$ cat src/rtl/ifetch_queue.sv
// rtl/ifetch_queue.sv - instruction fetch sequencer with a circular fetch queue and redirect handling
module ifetch_queue #(
  parameter int                ADDR_W   = 64,
  parameter int                INSTR_W  = 32,
  parameter int                DEPTH    = 4,
  parameter logic [ADDR_W-1:0] RESET_PC = ADDR_W'(64'h8000_0000)
) (
  input  logic               clk,
  input  logic               reset,
  output logic               ireq_valid,
  output logic [ADDR_W-1:0]  ireq_addr,
  input  logic               iresp_data_ok,
  input  logic [INSTR_W-1:0] iresp_data,
  input  logic               redirect_valid,
  input  logic [ADDR_W-1:0]  redirect_pc,
  output logic               out_valid,
  input  logic               out_ready,
  output logic [ADDR_W-1:0]  out_pc,
  output logic [INSTR_W-1:0] out_instr
);

  localparam int PTR_W = $clog2(DEPTH);
  localparam int CNT_W = $clog2(DEPTH + 1);

  typedef enum logic [1:0] {
    S_IDLE,
    S_REQ,
    S_DISCARD
  } state_t;

  state_t             state;
  logic [ADDR_W-1:0]  req_addr;
  logic [ADDR_W-1:0]  redir_pc;
  logic [PTR_W-1:0]   head;
  logic [PTR_W-1:0]   tail;
  logic [CNT_W-1:0]   count;

  logic [ADDR_W-1:0]  pc_mem    [DEPTH];
  logic [INSTR_W-1:0] instr_mem [DEPTH];

  logic               push;
  logic               pop;
  logic [CNT_W-1:0]   count_nxt;
  logic               room;
  logic [ADDR_W-1:0]  redir_tgt;

  // Redirect targets are word aligned; the low two bits are simply dropped.
  assign redir_tgt  = redirect_pc & ~ADDR_W'(3);

  // A redirect suppresses both queue operations so the flush wins.
  assign pop        = out_valid & out_ready & ~redirect_valid;
  assign push       = (state == S_REQ) & iresp_data_ok & ~redirect_valid;
  assign count_nxt  = count + CNT_W'(push) - CNT_W'(pop);
  assign room       = (count_nxt < CNT_W'(DEPTH));

  assign ireq_valid = (state != S_IDLE);
  assign ireq_addr  = req_addr;
  assign out_valid  = (count != '0);
  assign out_pc     = pc_mem[head];
  assign out_instr  = instr_mem[head];

  // Fetch FSM plus queue pointer/count bookkeeping; a redirect flushes from any state.
  always_ff @(posedge clk or negedge reset) begin
    if (!reset) begin
      state    <= S_IDLE;
      req_addr <= RESET_PC;
      redir_pc <= '0;
      count    <= '0;
      head     <= '0;
      tail     <= '0;
    end else begin
      if (redirect_valid) begin
        count <= '0;
        head  <= '0;
        tail  <= '0;
      end else begin
        count <= count_nxt;
        if (pop)  head <= head + PTR_W'(1);
        if (push) tail <= tail + PTR_W'(1);
      end

      case (state)
        S_IDLE: begin
          if (redirect_valid) begin
            req_addr <= redir_tgt;
            state    <= S_REQ;
          end else if (room) begin
            state    <= S_REQ;
          end
        end
        S_REQ: begin
          if (redirect_valid) begin
            if (iresp_data_ok) begin
              // Response completed this cycle, so the new target can be issued at once.
              req_addr <= redir_tgt;
            end else begin
              // Request still in flight: hold the bus address and remember the target.
              redir_pc <= redir_tgt;
              state    <= S_DISCARD;
            end
          end else if (iresp_data_ok) begin
            req_addr <= req_addr + ADDR_W'(4);
            state    <= room ? S_REQ : S_IDLE;
          end
        end
        S_DISCARD: begin
          if (redirect_valid) redir_pc <= redir_tgt;
          if (iresp_data_ok) begin
            req_addr <= redirect_valid ? redir_tgt : redir_pc;
            state    <= S_REQ;
          end
        end
        default: state <= S_IDLE;
      endcase
    end
  end

  // Queue storage is written at the tail on every accepted response.
  always_ff @(posedge clk) begin
    if (push) begin
      pc_mem[tail]    <= req_addr;
      instr_mem[tail] <= iresp_data;
    end
  end

endmodule

$ cat config.mk
export PLATFORM = sky130hd
export DESIGN_NAME = ifetch_queue
export DESIGN_NICKNAME = d
export VERILOG_FILES = /design/src/rtl/ifetch_queue.sv
export SDC_FILE = /design/constraint.sdc
export NUM_CORES = 1
export LEC_CHECK = 0
export CAP_MARGIN = 10
export CELL_PAD_IN_SITES_DETAIL_PLACEMENT = 1
export CELL_PAD_IN_SITES_GLOBAL_PLACEMENT = 1
export CORE_MARGIN = 2
export CORE_UTILIZATION = 41
export CTS_CLUSTER_DIAMETER = 120
export DETAILED_ROUTE_END_ITERATION = 7
export PLACE_DENSITY_LB_ADDON = 0.08
export SLEW_MARGIN = 30
export SYNTH_ARGS = -nofsm -noshare
export SYNTH_HDL_FRONTEND = slang
export SYNTH_SLANG_ARGS = --single-unit
$ cat constraint.sdc
create_clock -name clk -period 5.4 [get_ports clk]
set_input_delay 1.08 -clock clk [delete_from_list [all_inputs] [get_ports clk]]
set_output_delay 1.08 -clock clk [all_outputs]
set_load 0.03 [all_outputs]
=== Word-level counts from Yosys, hierarchy flattened ===
Memory sizes are Yosys's and may differ from the RTL's.
Cells that the tools add are included.

* Register bits: 137
* RAM bits: 384
* Memories: 2

{| class="wikitable"
|+ Memories
! memory !! depth !! width !! read ports !! clocked after memory_dff !! wr ports !! line !! RTL
|-
| pc_mem || 4 || 64 || 1 || 0 || 1 || 38 || <nowiki>logic [ADDR_W-1:0] pc_mem [DEPTH];</nowiki>
|-
| instr_mem || 4 || 32 || 1 || 0 || 1 || 39 || <nowiki>logic [INSTR_W-1:0] instr_mem [DEPTH];</nowiki>
|}

* $add $sub $neg: 5
* Magnitude comparators: 1
* Equality and inequality tests: 10
* Muxes and demuxes: 25
* Bitwise logic cells: 5
* Reductions and logical operators: 10

{| class="wikitable"
|+ Operators with widths
! kind !! count
|-
| 64-bit 2-to-1 mux || 8
|-
| 64-bit case mux with 3 select lines || 1
|-
| 64-bit case mux with 2 select lines || 1
|-
| 64-bit by 3-bit adder with 64-bit output (second input constant) || 1
|-
| 2-bit 2-to-1 mux || 10
|-
| 2-bit != test (second input constant) || 5
|-
| 3-bit != test (second input constant) || 3
|-
| 4-bit AND reduction || 2
|-
| 2-bit nonzero test || 4
|-
| 2-bit case mux with 3 select lines || 1
|-
| 3-bit nonzero test || 2
|-
| 2-bit by 1-bit adder with 2-bit output (second input constant) || 2
|-
| 1-bit AND || 4
|-
| 3-bit by 1-bit adder with 3-bit output || 1
|-
| 3-bit < comparator (second input constant) || 1
|-
| 1-bit 2-to-1 mux || 3
|-
| 3-bit 2-to-1 mux || 1
|-
| 3-bit AND reduction || 1
|-
| 3-bit by 1-bit subtractor with 3-bit output || 1
|-
| 2-bit by 1-bit == test with 1-bit output (second input constant) || 1
|-
| 2-bit == test (second input constant) || 1
|-
| 2-bit logical NOT || 1
|-
| 1-bit NOT || 1
|}

=== Depth between registers and ports, before layout ===
Gate-level depths: netlist of the first run.

* Depth after elaboration: 10
* Mapped depth: 16
* Depth with buffers taken out: 14

=== Least setup slack after synthesis of the first run ===
No wires, ideal clock.

* Path type: input-to-reg
* Start point: in redirect_valid
* End point: mem instr_mem[0][0] (enable)
* Library setup time: 0.466 ns
* Arrival: 3.943 ns
* Data required time: 4.934 ns
* Path slack: 0.991 ns
* Stages on the path: 4
* Path buffers: 2
* Cell sequence: buf_6 > nor2b_1 > clkbuf_1 > and3_1

* Longest elaborated chain between the ends: 4

{| class="wikitable"
|+ Ends and longest elaborated chain
! item !! line !! RTL
|-
| start, declared || 14 || <nowiki>input logic redirect_valid,</nowiki>
|-
| 1-bit NOT || 52 || <nowiki>assign push = (state == S_REQ) & iresp_data_ok & ~redirect_valid;</nowiki>
|-
| 1-bit AND || 52 ||
|-
| 1-bit 2-to-1 mux || 120 || <nowiki>if (push) begin</nowiki>
|-
| 1-bit 2-to-1 mux (not written as such) || 122 || <nowiki>instr_mem[tail] <= iresp_data;</nowiki>
|-
| end, declared || 39 ||
|}

Every way passes these cells.

=== Worst setup path in the final report of the first run ===
* Start point: reg head[0]
* End point: out out_instr[21]

* Longest elaborated chain between the ends: 1

{| class="wikitable"
|+ Ends and longest elaborated chain
! item !! line !! RTL
|-
| start, declared || 34 || <nowiki>logic [PTR_W-1:0] head;</nowiki>
|-
| start signal, assigned || 78 || <nowiki>if (pop) head <= head + PTR_W'(1);</nowiki>
|-
| memory 4 x 32 bit || - ||
|-
| end, declared || 19 || <nowiki>output logic [INSTR_W-1:0] out_instr</nowiki>
|}

Every way passes these cells.

==> impl_metrics.yaml, run 1 <==
status:
  status: "completed"
route:
  detail-route-antenna-nets: 0
  routed-via-count: 14800
  drtPass1Iterations: 5
  drc_errors: 0
  vias_per_cell: 5.92
  wire_per_inst_um: 26.7
  wl_mm: 66.7
  drt_iter0_drc: 892
clocking:
  cts-resized-gates: 0
  cts_tree: "yes"
  h-tree-depth: 2
  root_buffer: "clkbuf_16"
  clockBufferDepth: 3
  numCtsBuffers: 57
  cts.sinks: 521
  cts_setup_buffers: 0
  path_clk_slew_ns: 0.06
  ctsHoldBuffers: 0
  insertion_delay_ns: 0.62
sta:
  whs_ns: 0.495
  setup_slack_ns: 1.13
  rsz0062_at_grt: "no"
  fmax_ghz: 0.234
  final-setup-viol-count: 0
  fin_tns_setup_ns: 0
  period_share_pct: 79.1
  report.final.slew_viol_count: 0
  hold_viol_final: 0
  maxSlewHeadroom_pct: 36.5
  fin_crit_ns: 4.27
  skew_ns: 0.0118
  worst_slew_pin_slew_ns: 0.953
floorplan:
  coreArea_um2: 54900
  dieArea_um2: 57100
  start_util_pct: 41.2
  num_io_pins: 263
  rows: 86
  fp.dieW_um: 239
  die_y_um: 239
logic_synthesis:
  synth_edf_count: 384
  yosys_register_bits: 521
  synth_nets: 1596
  synthTopCellsByCount: "edfxtp_1 (384), dfrtp_1 (136), nor2_1 (102)"
  syn_area_um2: 22600
  ys.flop_type: "edfxtp_1"
  ys_warn_count: 0
  synth_most_common_cell: "edfxtp_1"
  ys_types: 73
  ys_async_sr_fraction_pct: 26.3
  synthTopCellsByArea: "edfxtp_1 (51%), dfrtp_1 (15%), mux4_2 (9.6%)"
  netlist_instances: 1483
  synth_top_area_share_pct: 51.0
  synth_seq_area_share_pct: 66.1
  yosysTopAreaCell: "edfxtp_1"
  postSynthAreaPerCell_um2: 15.3
global_route:
  grt_max_degree: 97
  grt_pass1_wl_mm: 101
  antenna_found_initial: 8
  grt_pass1_vias: 15800
  grt_remaining_overflow: 0
  gr-usage-all-layers_pct: 23.4
setup_path:
  cp.required_ns: 4.32
  crit_chain: "buf_4 -> mux4_2 -> clkdlybuf4s50_1"
  crit_arrival_ns: 3.19
  end_kind: "output port"
  critPathLaunch: "head[0]$_DFFE_PN0P_"
  cp_max_fo: 30
  cpMaxStageDelayCell: "dfrtp_4"
  cp-start-kind: "flop"
  max_stage_delay_ns: 0.95
  timing.rr.start: "state[1]$_DFFE_PN0P_"
  crit_type: "reg2out"
power:
  p_leak_nw: 9.49
  ir_drop_uv: 421
  clkPwrFrac_pct: 25.0
  fin_total_pwr_mw: 16.4
  swShare_pct: 37.5
  power.switching_mw: 6.14
  p_int_mw: 10.2
  pwr-share-seq_pct: 37.9
  p_per_area_nw_per_um2: 583
  p_comb_share_pct: 37.1
hold_path:
  hold_path.class: "reg2reg"
  hp-start: "redir_pc[0]$_DFFE_PN0P_"
cells_and_area:
  final_layout_size_suffix_gt1_share_pct: 18.0
  fin_nets: 1852
  design_area_um2: 28100
  fin_cells: 2496
  fin_util_pct: 51.2
  area_growth_pct: 24.1
placement:
  detailed_place_hpwl_mm: 41.5
  dp_cells: 2384
  io_buffers: 260
  place_ws_ns: 1.32
  dpl_cell_area_um2: 26100
  place.gp.congestion: 0.838
flow_run:
  drv_cap: 0
[per-layer routing]
layer  vias up  GRT usage (%)  share of wire (%)
met2       402           37.5                 48
met1      7786           32.2                 44
met3       117           4.72                5.5
met4         6           7.41                2.7
li1       6477              -                  -
met5         -              0              0.066
[cell type report]
class / instances / area, um^2
Antenna cell: 5 / 12.5
Clock buffer: 75 / 1550
Clock inverter: 32 / 414
Fill cell: 5274 / 26800
Inverter: 17 / 63.8
Multi-Input combinational cell: 850 / 7250
Sequential cell: 521 / 15000
Tap cell: 704 / 881
Timing Repair Buffer: 292 / 2940
[sequential cells by signal, summed over array words and instances (netlist names)]
name       cells
head           2
ireq_addr     64
tail           2
pc_mem       256
redir_pc      64
count          3
state          2
instr_mem    128
[cell usage in the layout (no fill, tap or decap), types with 17 or more instances in the layout]
| master | instances |
|---|---|
| nand2_1 | 55 |
| mux2i_1 | 25 |
| nor4_1 | 29 |
| inv_1 | 17 |
| a21oi_1 | 34 |
| dfrtp_1 | 134 |
| mux4_2 | 96 |
| mux2_2 | 71 |
| a221oi_1 | 19 |
| o21ai_0 | 92 |
| nor2_1 | 102 |
| edfxtp_1 | 384 |
| nand3_1 | 34 |
| clkdlybuf4s50_1 | 258 |
| buf_4 | 24 |
| clkbuf_16 | 57 |
| nor3_1 | 25 |
| nand4_1 | 36 |
[critical path: cells and delay by family, from the launching register on]
family | cells | cell delay [ns]
buffers and inverters | 2 | 1.04
flip-flops | 1 | 0.95
multiplexers | 1 | 0.56
[power by group through the flow]
stage	logic (mW)	clock network, mW	registers, mW
2_1_floorplan	3.64	0	6.21
3_3_place_gp	5.98	0	6.22
3_5_place_dp	6.10	0	6.29
4_1_cts	6.13	4.18	6.21
5_1_grt	6.51	4.34	6.34
6_report	6.07	4.09	6.21
[final timing paths]
check,to,slack [ns],depth (start not counted)
worst max-delay path,out_instr[21],1.13,3
worst min-delay path,redir_pc[0]$_DFFE_PN0P_,0.49,1
worst max register to register,state[0]$_DFFE_PN0P_,1.94,14
worst min register to register,redir_pc[0]$_DFFE_PN0P_,0.49,1
max in group asynchronous,ireq_addr[1]$_DFFE_PN0P_,3.74,2
min in group asynchronous,redir_pc[57]$_DFFE_PN0P_,0.52,1
[cell families after synthesis]
group	count (synthesis)	share of synthesized area (%)
AO/OA/AOI/OAI	263	7.76
XOR/XNOR	17	0.658
adder cells (fa/ha/maj)	12	0.697
buffers and inverters	112	2.07
flip-flops	521	66.1
multiplexers	192	14.2
AND/OR/NAND/NOR	366	8.50
Note: power is estimated with default switching activity, not from simulation.
==> run 2, diff against run 1 <==
==> constraint.sdc (replaced) <==
create_clock -name clk -period 4.4 [get_ports clk]
set_input_delay 0.88 -clock clk [delete_from_list [all_inputs] [get_ports clk]]
set_output_delay 0.88 -clock clk [all_outputs]
set_load 0.03 [all_outputs]
==> impl_metrics.yaml, run 2 (synthesized netlist as in run 1, its figures left out) <==
sta:
  fin_crit_ns: 3.84
  rsz0062_at_grt: "no"
  period_share_pct: 87.2
  report.final.slew_viol_count: 0
  fmax_ghz: 0.261
  hold_viol_final: 0
  skew_ns: 0.0211
  fin_tns_setup_ns: 0
  maxSlewHeadroom_pct: 38.2
  worst_slew_pin_slew_ns: 0.919
  whs_ns: 0.322
  final-setup-viol-count: 0
clocking:
  cts-resized-gates: 0
  h-tree-depth: 2
  cts.sinks: 521
  numCtsBuffers: 56
  insertion_delay_ns: 0.61
  cts_setup_buffers: 0
  ctsHoldBuffers: 0
  root_buffer: "clkbuf_16"
  path_clk_slew_ns: 0.06
  clockBufferDepth: 3
  cts_tree: "yes"
global_route:
  gr-usage-met1_pct: 31.9
  busiest_layer: "met2"
  met3_usage_pct: 3.87
  met2_usage_pct: 37.8
  grt_max_degree: 97
  grt_pass1_wl_mm: 98.9
  grt_pass1_vias: 15600
  grt_remaining_overflow: 0
  gr-usage-all-layers_pct: 23.0
  antenna_found_initial: 6
setup_path:
  end_kind: "output port"
  cp.required_ns: 3.52
  crit_arrival_ns: 2.96
  ff2ff_path_depth: 14
  cp-start-kind: "flop"
  rr_endpoint: "state[0]$_DFFE_PN0P_"
  rrSetupSlack_ns: 1.01
  cp_max_fo: 25
  crit_type: "reg2out"
  timing.rr.start: "state[1]$_DFFE_PN0P_"
route:
  wl_mm: 65.6
  vias_per_cell: 5.89
  detail-route-antenna-nets: 0
  drc_errors: 0
  wire_per_inst_um: 26.2
  routed-via-count: 14800
  drt_iter0_drc: 948
  drtPass1Iterations: 5
cells_and_area:
  multi_input_area_um2: 7240
  top_regs: "pc_mem (256), instr_mem (128)"
  largest_reg_flops: 256
  fin_nets: 1866
  layout_common_cells: "edfxtp_1 (384), clkdlybuf4s50_1 (258), dfrtp_1 (134)"
  area.sequential_um2: 15000
  regMostFlops: "pc_mem"
  final_layout_size_suffix_gt1_share_pct: 18.8
  nFillCells: 5295
  final_common_cell: "edfxtp_1"
  area_growth_pct: 24.3
floorplan:
  fp.dieW_um: 239
  num_io_pins: 263
  start_util_pct: 41.2
  coreArea_um2: 54900
  rows: 86
  die_y_um: 239
  dieArea_um2: 57100
power:
  p_leak_nw: 9.51
  ir_drop_uv: 423
  p_per_area_nw_per_um2: 706
placement:
  place.gp.congestion: 0.848
  io_buffers: 260
  detailed_place_hpwl_mm: 41.7
hold_path:
  hold_path.class: "in2async"
flow_run:
  drv_cap: 0
status:
  status: "completed"
-- run 2: changes by cell type in the layout (fill, tap and decap cells not counted), sizes merged --
cell | before | now
buf | 34 | 49
bufinv | 9 | 3
clkbuf | 75 | 79
clkinv | 19 | 14
clkinvlp | 2 | 6
diode | 5 | 4
inv | 19 | 20
-- run 2: worst max path at each step --
stage                              from                         to  slack [ns]  cells past startpoint
floorplan                redirect_valid  instr_mem[0][0]$_DFFE_PP_        0.19                      4
global placement              out_ready       state[0]$_DFFE_PN0P_        0.75                     13
detailed placement            out_ready       state[0]$_DFFE_PN0P_        0.71                     13
CTS                 head[0]$_DFFE_PN0P_                  out_pc[2]        0.46                      3
global route        head[0]$_DFFE_PN0P_                  out_pc[3]        0.42                      3
finish              head[0]$_DFFE_PN0P_              out_instr[30]        0.56                      3
-- run 2: through the flow --
| step | util (%) | total power, mW | area [um^2] | cells | setup slack (ns) |
|---|---|---|---|---|---|
| final | 51.2 | 19.8 | 28100 | 2508 | 0.562 |
| after global routing | 51.2 | 20.9 | 28100 | 2506 | 0.420 |
| after CTS | 51.2 | 20.1 | 28100 | 2504 | 0.462 |
| after detailed placement | 47.8 | 15.3 | 26300 | 2399 | 0.710 |
| after global placement | 47.8 | 15.1 | 26300 | 2399 | 0.749 |
| after floorplan | - | 12.1 | 22600 | 1483 | 0.191 |
-- run 2: routing by layer --
layer	part of all wire [%]	wire (um)	vias up
met5	0.032	21	-
met4	2.1	1370	4
met3	5.2	3410	88
met2	49	32000	374
met1	44	28800	7812
li1	-	-	6498
-- run 2: area by class of cell --
| class | count | area share (%) |
|---|---|---|
| inverters | 17 | 0.227 |
| clock inverters | 26 | 0.859 |
| flip-flops and latches | 521 | 53.2 |
| repair buffers | 307 | 11.1 |
| well taps | 704 | 3.13 |
| multi-input cells | 850 | 25.7 |
| clock buffers | 79 | 5.72 |
| diodes | 4 | 0.0356 |
-- run 2: power breakdown --
part | internal [mW] | leakage [nW] | switching (mW) | total [mW]
combinational | 3.23 | 3.47 | 4.37 | 7.60
sequential | 6.41 | 5.15 | 1.13 | 7.54
clock | 2.73 | 0.894 | 1.98 | 4.71
total | 12.4 | 9.51 | 7.47 | 19.8
-- run 2: critical path, stage by stage, from the launching register on --
cell and delay [ns]:
dfrtp_4 0.81, buf_12 0.31, mux4_2 0.54, clkdlybuf4s50_1 0.64
